===== src/rtl/riscp_pkg.sv =====
// Shared widths, ALU opcodes and the EX/MEM control payload.
package riscp_pkg;

  localparam int unsigned DW_DEFAULT   = 32;
  localparam int unsigned RW_DEFAULT   = 5;
  localparam int unsigned AOPW_DEFAULT = 3;

  localparam logic [2:0] ALU_ADD = 3'b000;
  localparam logic [2:0] ALU_SUB = 3'b001;
  localparam logic [2:0] ALU_AND = 3'b010;
  localparam logic [2:0] ALU_OR  = 3'b011;
  localparam logic [2:0] ALU_SLT = 3'b100;
  localparam logic [2:0] ALU_XOR = 3'b101;
  localparam logic [2:0] ALU_SLL = 3'b110;
  localparam logic [2:0] ALU_NOR = 3'b111;

  // Control bits carried from EX to MEM; all forced low in bubbles.
  typedef struct packed {
    logic reg_write;
    logic mem_read;
    logic mem_write;
    logic mem_to_reg;
  } ex_ctrl_t;

endpackage


===== src/rtl/ex_alu.sv =====
// Combinational ALU for the execute stage.
module ex_alu
  import riscp_pkg::*;
#(
  parameter int unsigned DW   = DW_DEFAULT,
  parameter int unsigned AOPW = AOPW_DEFAULT
) (
  input  logic [DW-1:0]   a,
  input  logic [DW-1:0]   b,
  input  logic [AOPW-1:0] op,
  output logic [DW-1:0]   result,
  output logic            zero
);

  localparam int unsigned SHW = $clog2(DW);

  // Operation select; SLT compares as two's-complement and yields 0/1.
  always_comb begin
    result = '0;
    case (op)
      ALU_ADD: result = a + b;
      ALU_SUB: result = a - b;
      ALU_AND: result = a & b;
      ALU_OR:  result = a | b;
      ALU_SLT: result = DW'($signed(a) < $signed(b));
      ALU_XOR: result = a ^ b;
      ALU_SLL: result = a << b[SHW-1:0];
      ALU_NOR: result = ~(a | b);
      default: result = '0;
    endcase
  end

  assign zero = (result == '0);

endmodule


===== src/rtl/ex_mem_stage.sv =====
// Execute stage with ALU, branch resolution and a handshaked EX/MEM register.
module ex_mem_stage
  import riscp_pkg::*;
#(
  parameter int unsigned DW   = DW_DEFAULT,
  parameter int unsigned RW   = RW_DEFAULT,
  parameter int unsigned AOPW = AOPW_DEFAULT
) (
  input  logic            clk,
  input  logic            res,
  input  logic            in_valid,
  output logic            in_ready,
  input  logic [AOPW-1:0] iALUOp,
  input  logic            iRegDest,
  input  logic            iRegWrite,
  input  logic            iALUSrc,
  input  logic            iMemRead,
  input  logic            iMemWrite,
  input  logic            iMemToReg,
  input  logic            iBranch,
  input  logic [DW-1:0]   ioperand1,
  input  logic [DW-1:0]   ioperand2,
  input  logic [DW-1:0]   iextinst,
  input  logic [RW-1:0]   iregdest1,
  input  logic [RW-1:0]   iregdest2,
  input  logic [DW-1:0]   iNextInst,
  input  logic            flush,
  output logic            out_valid,
  input  logic            out_ready,
  output logic [DW-1:0]   oALUResult,
  output logic [DW-1:0]   oStoreData,
  output logic [RW-1:0]   oWriteReg,
  output logic            oRegWrite,
  output logic            oMemRead,
  output logic            oMemWrite,
  output logic            oMemToReg,
  output logic            oBranchTaken,
  output logic [DW-1:0]   oBranchTarget,
  output logic            oZero
);

  logic            out_valid_q, out_valid_d;
  logic [DW-1:0]   alu_q, alu_d;
  logic [DW-1:0]   store_q, store_d;
  logic [DW-1:0]   target_q, target_d;
  logic [RW-1:0]   wreg_q, wreg_d;
  ex_ctrl_t        ctrl_q, ctrl_d;
  logic            taken_q, taken_d;
  logic            zero_q, zero_d;

  logic [DW-1:0]   alu_b;
  logic [DW-1:0]   alu_res;
  logic            alu_zero;
  logic [DW-1:0]   br_target;
  logic            br_taken;
  ex_ctrl_t        ctrl_in;

  // No skid buffer: accept whenever the register is empty or being drained.
  assign in_ready = !out_valid_q || out_ready;

  assign alu_b     = iALUSrc ? iextinst : ioperand2;
  assign br_target = iNextInst + (iextinst << 2);
  assign br_taken  = iBranch && (ioperand1 == ioperand2);
  assign ctrl_in   = {iRegWrite, iMemRead, iMemWrite, iMemToReg};

  ex_alu #(
    .DW   (DW),
    .AOPW (AOPW)
  ) u_alu (
    .a      (ioperand1),
    .b      (alu_b),
    .op     (iALUOp),
    .result (alu_res),
    .zero   (alu_zero)
  );

  // Next-state of the EX/MEM register: load, bubble, or hold on stall.
  always_comb begin
    out_valid_d = out_valid_q;
    alu_d       = alu_q;
    store_d     = store_q;
    target_d    = target_q;
    wreg_d      = wreg_q;
    ctrl_d      = ctrl_q;
    taken_d     = taken_q;
    zero_d      = zero_q;
    if (in_ready) begin
      if (in_valid) begin
        out_valid_d = !flush;
        alu_d       = alu_res;
        store_d     = ioperand2;
        target_d    = br_target;
        wreg_d      = iRegDest ? iregdest2 : iregdest1;
        zero_d      = alu_zero;
        ctrl_d      = flush ? '0 : ctrl_in;
        taken_d     = !flush && br_taken;
      end else begin
        out_valid_d = 1'b0;
        ctrl_d      = '0;
        taken_d     = 1'b0;
      end
    end
  end

  // EX/MEM register with synchronous active-low reset.
  always_ff @(posedge clk) begin
    if (!res) begin
      out_valid_q <= 1'b0;
      alu_q       <= '0;
      store_q     <= '0;
      target_q    <= '0;
      wreg_q      <= '0;
      ctrl_q      <= '0;
      taken_q     <= 1'b0;
      zero_q      <= 1'b0;
    end else begin
      out_valid_q <= out_valid_d;
      alu_q       <= alu_d;
      store_q     <= store_d;
      target_q    <= target_d;
      wreg_q      <= wreg_d;
      ctrl_q      <= ctrl_d;
      taken_q     <= taken_d;
      zero_q      <= zero_d;
    end
  end

  assign out_valid     = out_valid_q;
  assign oALUResult    = alu_q;
  assign oStoreData    = store_q;
  assign oBranchTarget = target_q;
  assign oWriteReg     = wreg_q;
  assign oRegWrite     = ctrl_q.reg_write;
  assign oMemRead      = ctrl_q.mem_read;
  assign oMemWrite     = ctrl_q.mem_write;
  assign oMemToReg     = ctrl_q.mem_to_reg;
  assign oBranchTaken  = taken_q;
  assign oZero         = zero_q;

endmodule


===== config.mk =====
export PLATFORM = sky130hd
export DESIGN_NAME = ex_mem_stage
export DESIGN_NICKNAME = d
export VERILOG_FILES = /design/src/rtl/riscp_pkg.sv /design/src/rtl/ex_alu.sv /design/src/rtl/ex_mem_stage.sv
export SDC_FILE = /design/constraint.sdc
export NUM_CORES = 1
export LEC_CHECK = 0
export CAP_MARGIN = 20
export CORE_MARGIN = 2
export CORE_UTILIZATION = 40
export DETAILED_ROUTE_END_ITERATION = 6
export DONT_BUFFER_PORTS = 1
export GPL_ROUTABILITY_DRIVEN = 0
export PLACE_DENSITY = 0.5
export SKIP_CTS_REPAIR_TIMING = 1
export SYNTH_ARGS = -nofsm -noshare
export SYNTH_HDL_FRONTEND = slang
export SYNTH_SLANG_ARGS = --single-unit

===== constraint.sdc =====
create_clock -name clk -period 9.1 [get_ports clk]
set_input_delay 0.91 -clock clk [delete_from_list [all_inputs] [get_ports clk]]
set_output_delay 0.91 -clock clk [all_outputs]
set_load 0.01 [all_outputs]

After elaboration in Yosys (flattened, before gate mapping) --
Cells that the tools add are included.
Word-level totals: register bits after elaboration 108, bits in latches 0, bits in writable memories 0, ROM bits 0, bits of input ports 153, output and inout bits 109, logic and storage cells 43, memories 0
Operators by class: add/sub/neg operators 3, multiply operators 0, div/mod/pow operators 0, magnitude comparators 1, eq/ne operators 8, shift operators 1, mux-type cells 7, bitwise operators 4, reduce and logical (&&, ||, !) cells 8
Operators with widths (count):
- one-hot mux 32 bit (8 select lines) | 1
- adder 32 bit | 2
- AND 32 bit | 1
- equality test 32 bit | 1
- logical NOT 32 bit | 1
- < comparator 32 bit | 1
- two-way mux 32 bit | 1
- NOT 32 bit | 1
- OR 32 bit | 1
- << shifter 32 x 5 -> 32 bit | 1
- subtractor 32 bit | 1
- XOR 32 bit | 1
- equality test 3 bit, second input constant | 4
- two-way mux 4 bit | 2
- equality test 3 x 2 -> 1 bit, second input constant | 2
- two-way mux 5 bit | 1
- equality test 3 x 1 -> 1 bit, second input constant | 1
- logical NOT 3 bit | 1
- logical AND 1 bit | 2
- logical NOT 1 bit | 2
- two-way mux 1 bit | 2
- AND reduction 2 bit | 1
- logical OR 1 bit | 1

Longest topological paths before layout --
depth after elaboration 5, depth in mapped cells 19, gate-level depth less buffers 16

Modules after synthesis --
Synthesis repeated with hierarchy kept, for this count alone.
Second synthesis, totals: cells, all modules 1837, area total of the unflattened synthesis 13540.5 um^2
By module, submodules not included:
- ex_alu | instances 1, cells an instance 1051, area an instance 7359.6 um^2, seq. area each 0.0 um^2
- ex_mem_stage | instances 1, cells an instance 786, area an instance 6180.9 um^2, seq. area each 2162.1 um^2

Least setup slack after synthesis --
No wires, ideal clock.
path type input port to flip-flop, start input port iALUSrc, end register zero_q (netlist: oZero), library setup time 84 ps, arrival 5253 ps, required time 9016 ps, path slack 3763 ps, cell stages on the path 18, buffers on the path 4, cells stage by stage buf_6 buf_2 mux2i_1 inv_2 buf_2 buf_2 fa_1 a211oi_1 o31ai_1 o211ai_1 nand4_1 a21boi_1 nor2_1 o21a_1 or4b_1 a31o_1 or4b_1 o31ai_2
On the way: longest elaborated chain between the ends 5, elaborated cells on any way between the ends 11, those cells by class add/sub (2); order compare (1); shift (1); mux (2); bitwise (4); reduce/logical (1)
RTL lines:
- start: declaration | line ex_mem_stage.sv:16 | input logic iALUSrc,
- two-way mux 32 bit * | line ex_mem_stage.sv:61 | assign alu_b = iALUSrc ? iextinst : ioperand2;
- parallel branches: the longest is 2 deep, another holds subtractor 32 bit
- one-hot mux 32 bit (8 select lines) * | line ex_alu.sv:20 | case (op)
- logical NOT 32 bit * | line ex_alu.sv:33 | assign zero = (result == '0);
- end signal: assignment | line ex_mem_stage.sv:124 | zero_q <= zero_d;
- end: declaration | line ex_mem_stage.sv:49 | logic zero_q, zero_d;
Mark *: on every way between the ends. A chain may end at the register's enable or synchronous reset.

Worst setup path after layout --
Same ends and word-level chain as after synthesis.

==> impl_metrics.tcl <==
set metrics [dict create \
    maxSlewHeadroom 0.311 \
    chipWidth_um 186 \
    leakage_nw 5.66 \
    path_clk_slew_ns 0.08 \
    avgSynthCellArea_um2 7.49 \
    finalCritPeriodShare 0.665 \
    cp-start-kind "input pin" \
    cp.required_ns 9.40 \
    fin_area_um2 13700 \
    final_cell_mix "nand2_1 (205), a21oi_1 (151), nor2_1 (133), ha_1 (127), dfxtp_1 (108)" \
    end_kind "flop" \
    clk_latency_ns 0.37 \
    cts-root-buf "clkbuf_16" \
    drt_wl_total_um 56900 \
    firstDrtPassIters 6 \
    max_freq_ghz 0.165 \
    area_delta_synth_final_pct 3.83 \
    synth_nets 2049 \
    rsz0062_at_grt "false" \
    drive_gt1_frac 0.0483 \
    portBuffers 0 \
    synth_ff_type "dfxtp_1" \
    hold_viol_final 0 \
    cellPowerDensity_nw_per_um2 130 \
    grt_max_degree 66 \
    max_cap_violations 0 \
    tightest_slew_ns 1.00 \
    fin_cells 2120 \
    status "finished clean" \
    layout_min_cycle_time_ns 6.05 \
    placed_area_um2 13400 \
    clock_path_buffers 2 \
    netlist_area_um2 13200 \
    antenna_found_initial 0 \
    drt.antenna.violating_nets 0 \
    skew_ns 0.00824 \
    dieArea_um2 34600 \
    routed_via_density 6.41 \
    die_h_um 186 \
    finish.utilization 0.422 \
    setup_viol 0 \
    cts_max_level 3 \
    route.detailed.drc 0 \
    arrival_ns 6.35 \
    cts_sinks 108 \
    boundaryPins 262 \
    worst_hold_path_type "reg2reg" \
    yosys_warnings 0 \
    finalMaxSlewViolations 0 \
    overflow 0 \
    wl_per_cell_um 26.8 \
    ys_ff_latch 108 \
    async_flop_share 0 \
    final_common_cell "nand2_1" \
    fin_setup_tns_ns 0 \
    grt_pass1_vias 12700 \
    finalHoldWorstSlack_ns 0.499 \
    ir_drop_v 0.0000951 \
    hpwl_um 44300 \
    cts_made_buffers 9 \
    num_rows 66 \
    drtIter0Drc 1517 \
    start_util 0.407 \
    floorplan.core_area_um2 32500 \
    cts_tree "built" \
    synth_cells 1766 \
    num_vias 13600 \
    cp_max_fo 32 \
    ys_seq_area_frac 0.163 \
    finalNetCount 1955 \
    worstSetupPathType "in2reg" \
    synthDistinctLibCells 83 \
    placed_cells 2103 \
    grt_pass1_wl_um 83000 \
    grt.total_usage 0.322 \
    synth_edf_count 0 \
]
[power breakdown]
part | internal, mW | leakage, nW | switching [mW] | total [mW]
registers | 0.512 | 0.891 | 0.0519 | 0.564
logic | 0.306 | 4.63 | 0.505 | 0.811
clock network | 0.193 | 0.138 | 0.214 | 0.407
total | 1.01 | 5.66 | 0.771 | 1.78
[layer usage]
metal  vias to the layer above  wire length [um]  part of all wire  global-route usage
met2                       717             25100              0.44               0.505
met4                         0              2960             0.052               0.156
met3                       145              5980              0.11              0.0888
li1                       6303                 -                 -                   -
met5                         -                 0                 0                   0
met1                      6418             22800              0.40               0.405
[synth_stat cells (all sizes together) (18+ instances only)]
cell      n  share of area
nand2b   21         0.0099
a21oi   151          0.057
dfxtp   108           0.16
nand2   206          0.058
nor2b    18         0.0085
nor2    133          0.038
xnor2    53          0.035
mux2i    72          0.056
inv     101          0.029
mux4     26          0.045
a22o     20          0.013
a22oi    25          0.014
nor3     44          0.017
o21ai    79          0.030
clkbuf   95          0.027
ha      127           0.12
nor4     22          0.010
a21o     27          0.015
a211oi   50          0.028
xor2     46          0.030
buf      24         0.0086
nand3    35          0.013
o211ai   18          0.010
[state kept, by name, summed over array words and instances, names as in the netlist]
signal         flops
out_valid          1
oWriteReg          5
oZero              1
oBranchTarget     32
oRegWrite          1
oBranchTaken       1
oMemRead           1
oMemWrite          1
oMemToReg          1
oALUResult        32
oStoreData        32
[cell families (layout without fill, tap and decap cells)]
kind of cell / Yosys count / after routing / synth area share
AND/OR/NAND/NOR: 562 / 562 / 0.199
multiplexers: 101 / 101 / 0.104
buffers and inverters: 221 / 132 / 0.0647
adder cells (fa/ha/maj): 130 / 130 / 0.125
flip-flops: 108 / 108 / 0.163
AO/OA/AOI/OAI: 545 / 545 / 0.279
XOR/XNOR: 99 / 99 / 0.0655
other: 0 / 1 / 0
[cell type report]
cell class	count	area, um^2
clock buffer	9	225
clock inverter	7	66.3
antenna	1	2.50
tap	442	553
timing repair buffer	14	105
fill	3412	18800
sequential	108	2160
multi-input combinational	1437	10200
inverter	102	387
[metrics by stage]
step	total power, mW	setup WS (ns)
after floorplan	1.16	3.76
after global placement	1.36	2.77
after detailed placement	1.36	2.69
after CTS	1.78	3.07
after global routing	1.89	2.63
final	1.78	3.05
[worst paths after layout]
path / startpoint / end / slack (ns) / cells past startpoint
setup / recovery: iALUSrc / oZero / 3.05 / 15
hold / removal: oMemWrite / oMemWrite / 0.50 / 2
setup reg to reg: out_valid / oZero / 5.28 / 12
hold reg to reg: oMemWrite / oMemWrite / 0.50 / 2
[critical path, stage by stage]
cell and delay (ns):
mux2i_4 0.75, inv_2 0.52, ha_1 0.40, fa_1 0.44
a211oi_1 0.37, o31ai_1 0.23, o211ai_1 0.39, nand4_1 0.30
a21boi_1 0.31, nor2_1 0.07, o21a_1 0.18, or4b_1 0.46
a31o_1 0.24, or4b_1 0.54, o31ai_2 0.21
No activity file was read; power rests on OpenSTA's default activity.
